==> config.mk <==
export PLATFORM = sky130hd
export DESIGN_NAME = gerador_status_display
export DESIGN_NICKNAME = d
export VERILOG_FILES = /design/src/rtl/gerador_status_display.sv
export SDC_FILE = /design/constraint.sdc
export NUM_CORES = 1
export LEC_CHECK = 0
export CAP_MARGIN = 0
export CORE_ASPECT_RATIO = 1.1
export CORE_UTILIZATION = 44
export DETAILED_ROUTE_END_ITERATION = 6
export MAX_ROUTING_LAYER = met4
export PLACE_DENSITY_LB_ADDON = 0.2
export SLEW_MARGIN = 40
export SYNTH_ARGS = -nofsm -noshare
export SYNTH_HDL_FRONTEND = slang
export SYNTH_SLANG_ARGS = --single-unit
==> constraint.sdc <==
create_clock -name clk -period 1.7 [get_ports clk]
set_input_delay 0.17 -clock clk [delete_from_list [all_inputs] [get_ports clk]]
set_output_delay 0.17 -clock clk [all_outputs]
set_load 0.02 [all_outputs]
==> src/rtl/gerador_status_display.sv <==
// gerador_status_display: feeds the 7-segment display manager.
// Synchronises and debounces the cabin entry/exit sensors, keeps a saturating 2-bit people
// count with full/empty flags, registers the current floor and alternates the display between
// the floor view and the people view on a fixed period.
module gerador_status_display #(
  parameter int unsigned DEBOUNCE_CICLOS = 4,
  parameter int unsigned PERIODO_DISPLAY = 8,
  parameter int unsigned MAX_PESSOAS     = 3
) (
  input  logic       clk,
  input  logic       reset,
  input  logic       sensor_entrada,
  input  logic       sensor_saida,
  input  logic [1:0] andar_req,
  input  logic       andar_valido,
  output logic [1:0] andar,
  output logic       A,
  output logic       B,
  output logic       controle_Mux,
  output logic       lotado,
  output logic       vazio
);

  // Debounce counter only needs to reach DEBOUNCE_CICLOS-1: the last differing sample is
  // accepted directly instead of being counted.
  localparam int unsigned DbW = (DEBOUNCE_CICLOS > 1) ? $clog2(DEBOUNCE_CICLOS) : 1;
  localparam logic [DbW-1:0] DbLast = DbW'(DEBOUNCE_CICLOS - 1);

  localparam int unsigned TmW = (PERIODO_DISPLAY > 1) ? $clog2(PERIODO_DISPLAY) : 1;
  localparam logic [TmW-1:0] TmLast = TmW'(PERIODO_DISPLAY - 1);

  localparam logic [1:0] CntMax = 2'(MAX_PESSOAS);

  // Sensor slot indices inside the per-sensor vectors.
  localparam int unsigned SensEnt = 0;
  localparam int unsigned SensSai = 1;

  typedef enum logic [0:0] {
    StVerAndar   = 1'b0,
    StVerPessoas = 1'b1
  } view_e;

  // ---------------------------------------------------------------------------------------
  // Sensor path
  // ---------------------------------------------------------------------------------------
  logic [1:0]     sensor_raw;
  logic [1:0]     sync1_q;
  logic [1:0]     sync2_q;
  logic [1:0]     level_q;
  logic [1:0]     level_d;
  logic [1:0]     pulse;
  logic [DbW-1:0] db_cnt_q [2];
  logic [DbW-1:0] db_cnt_d [2];

  assign sensor_raw[SensEnt] = sensor_entrada;
  assign sensor_raw[SensSai] = sensor_saida;

  // Two-flop synchroniser for both raw sensors.
  always_ff @(posedge clk) begin
    if (reset) begin
      sync1_q <= '0;
      sync2_q <= '0;
    end else begin
      sync1_q <= sensor_raw;
      sync2_q <= sync1_q;
    end
  end

  // Debounce: accept a new level only after DEBOUNCE_CICLOS consecutive disagreeing samples.
  always_comb begin
    level_d = level_q;
    for (int i = 0; i < 2; i++) begin
      db_cnt_d[i] = '0;
      if (sync2_q[i] != level_q[i]) begin
        if (db_cnt_q[i] == DbLast) begin
          level_d[i] = sync2_q[i];
        end else begin
          db_cnt_d[i] = db_cnt_q[i] + DbW'(1);
        end
      end
    end
  end

  // Debounce state registers.
  always_ff @(posedge clk) begin
    if (reset) begin
      level_q     <= '0;
      db_cnt_q[0] <= '0;
      db_cnt_q[1] <= '0;
    end else begin
      level_q     <= level_d;
      db_cnt_q[0] <= db_cnt_d[0];
      db_cnt_q[1] <= db_cnt_d[1];
    end
  end

  // Event pulse on the accepted rising edge; the count moves on the same edge as the level.
  assign pulse = level_d & ~level_q;

  // ---------------------------------------------------------------------------------------
  // People counter
  // ---------------------------------------------------------------------------------------
  logic [1:0] cnt_q;
  logic [1:0] cnt_d;
  logic       lotado_q;
  logic       lotado_d;
  logic       vazio_q;
  logic       vazio_d;

  // Saturating up/down count; simultaneous entry and exit cancel out.
  always_comb begin
    cnt_d = cnt_q;
    unique case ({pulse[SensEnt], pulse[SensSai]})
      2'b10: begin
        if (cnt_q < CntMax) cnt_d = cnt_q + 2'd1;
      end
      2'b01: begin
        if (cnt_q != 2'd0) cnt_d = cnt_q - 2'd1;
      end
      default: begin
        cnt_d = cnt_q;
      end
    endcase
    lotado_d = (cnt_d == CntMax);
    vazio_d  = (cnt_d == 2'd0);
  end

  // Count and flags, flags computed from the next count so they move together.
  always_ff @(posedge clk) begin
    if (reset) begin
      cnt_q    <= 2'd0;
      lotado_q <= 1'b0;
      vazio_q  <= 1'b1;
    end else begin
      cnt_q    <= cnt_d;
      lotado_q <= lotado_d;
      vazio_q  <= vazio_d;
    end
  end

  // ---------------------------------------------------------------------------------------
  // Floor register and display alternation
  // ---------------------------------------------------------------------------------------
  logic [1:0]     andar_q;
  logic [1:0]     andar_d;
  logic           floor_change;
  view_e          state_q;
  view_e          state_d;
  logic [TmW-1:0] timer_q;
  logic [TmW-1:0] timer_d;

  assign floor_change = andar_valido && (andar_req != andar_q);

  // Floor capture; rewriting the same floor is harmless.
  always_comb begin
    andar_d = andar_q;
    if (andar_valido) andar_d = andar_req;
  end

  // View FSM: toggle at the end of each period, a floor change restarts the floor view.
  always_comb begin
    state_d = state_q;
    timer_d = timer_q + TmW'(1);
    if (floor_change) begin
      state_d = StVerAndar;
      timer_d = '0;
    end else if (timer_q == TmLast) begin
      timer_d = '0;
      unique case (state_q)
        StVerAndar:   state_d = StVerPessoas;
        StVerPessoas: state_d = StVerAndar;
        default:      state_d = StVerAndar;
      endcase
    end
  end

  // Floor, view state and view timer registers.
  always_ff @(posedge clk) begin
    if (reset) begin
      andar_q <= 2'd0;
      state_q <= StVerAndar;
      timer_q <= '0;
    end else begin
      andar_q <= andar_d;
      state_q <= state_d;
      timer_q <= timer_d;
    end
  end

  assign andar        = andar_q;
  assign A            = cnt_q[1];
  assign B            = cnt_q[0];
  assign controle_Mux = (state_q == StVerPessoas);
  assign lotado       = lotado_q;
  assign vazio        = vazio_q;

endmodule

==> metrics.log <==
INFO  metric run_status = finished clean
INFO  metric standard_cell_with_the_maximum_stage_delay_on_the_critical_path = dfxtp_2
INFO  metric depth_of_the_most_critical_reg_to_reg_path = 7
INFO  metric yosys.area_share.simple = 19.3%
INFO  metric finalCriticalPeriod = 1650 ps
INFO  metric min_delay_worst_endpoint = db_cnt_q[0][2]$_SDFF_PP0_
INFO  metric clockPowerShare = 41.2%
INFO  metric finalWirelength = 1.19 mm
INFO  metric min-delay-start = db_cnt_q[0][2]$_SDFF_PP0_
INFO  metric critPathMaxStageDelay = 370 ps
INFO  metric worstPathCellList = ha_4 -> nand2_2 -> or2_4 -> ha_4 -> and3b_1 -> a211oi_2 -> a31o_1
INFO  metric timing.max_slew.rel_slack = 78.2%
INFO  metric timing.fmax = 606 MHz
INFO  metric post-route-drc-count = 0
INFO  metric sequentialPowerShare = 52.5%
INFO  metric combinationalPowerShare = 6.4%
INFO  metric crit_path_most_repeated_cell = ha_4
INFO  metric reg2reg_slack = 50 ps
INFO  metric yosysWarnings = 0
INFO  metric post_synth_instance_area = 806 sq um
INFO  metric drt_iter0_drc = 4
INFO  metric fin_worst_hold_slack = 413 ps
INFO  metric cp_max_fo = 5
INFO  metric syn_inst = 77
INFO  metric async_reset_ff_share = 0%
INFO  metric power.switching = 0.178 mW
INFO  metric finish.cell_count_without_fillers = 110
INFO  metric crit-reg2reg-launch = db_cnt_q[0][0]$_SDFF_PP0_
INFO  metric p_per_area = 897 nW/um^2
INFO  metric total_gr_overflow = 0
INFO  metric layout_commonest_cell = dfxtp_1
INFO  metric yosys-mux-area-fraction = 3.73%
INFO  metric cp-startpoint = db_cnt_q[0][0]$_SDFF_PP0_
INFO  metric post_route_antenna_net_violation_count = 0
INFO  metric wl_per_cell = 10.8 um
INFO  metric areaGrowthSynthToFinish = 29.0%
INFO  metric synth_adder_area_share = 9.32%
INFO  metric cts_made_buffers = 3
INFO  metric worst_ep_required_time = 1950 ps
INFO  metric finalSetupViolCount = 0
INFO  metric post_cts_repair_setup_buffers = 0
INFO  metric synth_edf_count = 0
INFO  metric chipHeight = 46.9 um
INFO  metric timing.setup.critical_path_class = flip-flop to flip-flop
INFO  metric design_internal_power = 0.754 mW
INFO  metric finClkSkew = 5.41 ps
INFO  metric yosys.area_share.xor_xnor = 5.43%
INFO  metric nets = 107
INFO  metric report.power.total = 0.932 mW
INFO  metric gp_routability_congestion = 0.828
INFO  metric syn_avg_cell_area = 10.5 sq um
INFO  metric swShare = 19.1%
INFO  metric cts_sinks = 20
INFO  metric layout_common_cells = 17 x dfxtp_1, 13 x clkdlybuf4s50_1, 9 x nor2_1
INFO  metric floorplan.die_area = 2010 sq um
INFO  metric worst_setup_path_start_kind = flip-flop
INFO  metric vias = 540
INFO  metric arrival_worst_endpoint = 1910 ps
INFO  metric antenna_found_initial = 0
INFO  metric synth.yosys.seq_area_share = 49.7%
INFO  metric dp_hpwl = 929 um
INFO  metric placed_cells = 106
INFO  metric starting_density = 49.3%
INFO  metric num_io_pins = 14
INFO  metric vdd_drop_max = 0.000469 V
INFO  metric std_cell_rows = 15
INFO  metric synth-main-ff-cell = dfxtp_1
INFO  metric clkSlewWorstSetupHoldPaths = 120 ps
INFO  metric hold_viol_final = 0
INFO  metric die_w = 42.8 um
INFO  metric layout-drive-gt1-share = 17.2%
INFO  metric hold_path_class = flip-flop to flip-flop
INFO  metric h-tree-depth = 1
INFO  metric cellLeakagePower = 0.439 nW
INFO  metric total_count_of_max_transition_violations_in_the_final_report = 0
INFO  metric gr-usage-all-layers = 14.2%
INFO  metric number_of_diodes = 0
INFO  metric cts_tree = done
INFO  metric worst_pin_slew = 326 ps
INFO  metric grt_max_degree = 16
INFO  metric coreArea = 1630 sq um
INFO  metric first_global_vias = 502
INFO  metric critPathCaptureType = flip-flop
INFO  metric port-buffer-count = 13
INFO  metric critical_register_to_register_path_endpoint = vazio$_SDFF_PP1_
INFO  metric rsz_0062_raised_after_global_routing = yes
INFO  metric max-cap-violations = 0
INFO  metric synthesis.nets = 90
INFO  metric viasPerCell = 4.91
INFO  metric global_route_wire_length_before_repair = 2.01 mm
INFO  metric synth_top_family_by_area = simple AND/OR/NAND/NOR gates
INFO  metric fin_setup_tns = 0 ps
INFO  metric cts_buffer_depth = 2
INFO  metric utilization = 63.7%
INFO  metric synth.distinct_cells = 27
INFO  metric synth.ff_latch_count = 20
INFO  metric final.period_utilization = 97.1%
INFO  metric clk_latency = 300 ps
INFO  metric root_buffer = clkbuf_4
INFO  metric holdPathStages = 1
INFO  metric synth_compound_area_share = 8.23%
INFO  metric drt_pass1_iterations = 2
[worst max-delay path, delay by kind of cell, from the launching register on]
| family | cells | cell delay (ps) |
|---|---|---|
| AO/OA/AOI/OAI | 2 | 340 |
| flip-flops | 1 | 370 |
| adder cells (fa/ha/maj) | 2 | 430 |
| AND/OR/NAND/NOR | 3 | 470 |
[through the flow]
stage               instance area, sq um  worst slack [ps]
finish                              1040              48.7
floorplan                            818              51.2
detailed placement                   961             -63.3
global placement                     961             -23.3
global route                        1040             -48.9
CTS                                 1040             -28.2
[timing repair]
| item | in CTS | in global routing |
|---|---|---|
| cloned | 0 | 0 |
| resized for setup | 7 | 2 |
| hold buffers | 0 | 0 |
| setup endpoints to repair | 2 | 2 |
| pin swaps | 6 | 5 |
[cell usage after synthesis (all sizes together) (3+ instances only)]
master / number / share of area (%)
dfxtp: 20 / 50
nor2: 9 / 4.2
ha: 6 / 9.3
inv: 5 / 2.3
nor2b: 5 / 3.9
xnor2: 5 / 5.4
mux2i: 3 / 3.7
[cells by family (layout without fill, tap and decap cells)]
kind of cell	count (synthesis)	count (layout)
compound gates	9	9
xor+xnor	5	5
fa+ha+maj	6	6
flops	20	20
buf+inv	7	23
mux	3	3
simple gates	27	27
[sequential cells by signal, summed over array words and instances, names as in the netlist]
signal / flops
timer_q: 3
sync2_q: 2
sync1_q: 2
andar: 2
lotado: 1
controle_Mux: 1
vazio: 1
cnt_q: 2
level_q: 2
db_cnt_q: 4
[cell type report]
class	count	area, sq um
repair buffers	14	138
flip-flops and latches	20	404
clock inverters	1	30.0
clock buffers	3	22.5
inverters	5	18.8
well taps	17	21.3
multi-input cells	50	405
fillers	141	593
[worst max-delay path by stage]
stage	to	slack, ps	depth (start not counted)
after CTS	vazio$_SDFF_PP1_	-30	7
after global routing	vazio$_SDFF_PP1_	-50	7
after global placement	vazio$_SDFF_PP1_	-20	7
after detailed placement	vazio$_SDFF_PP1_	-60	7
after floorplan	vazio$_SDFF_PP1_	50	7
final	vazio$_SDFF_PP1_	50	7
[metal layers]
layer	global-route usage (%)	wire, um	up-vias
met5	-	0	-
met4	7.50	0	0
met3	3.46	34	0
met2	22.4	582	9
met1	16.9	573	244
li1	-	-	287
[power groups by stage]
stage          combinational (mW)  sequential (mW)  clock [mW]
2_1_floorplan              0.0302            0.501           0
3_3_place_gp               0.0571            0.498           0
3_5_place_dp               0.0598            0.499           0
4_1_cts                    0.0603            0.489       0.395
5_1_grt                    0.0648            0.491       0.415
6_report                   0.0594            0.489       0.384
No activity file was read; power rests on OpenSTA's default activity.
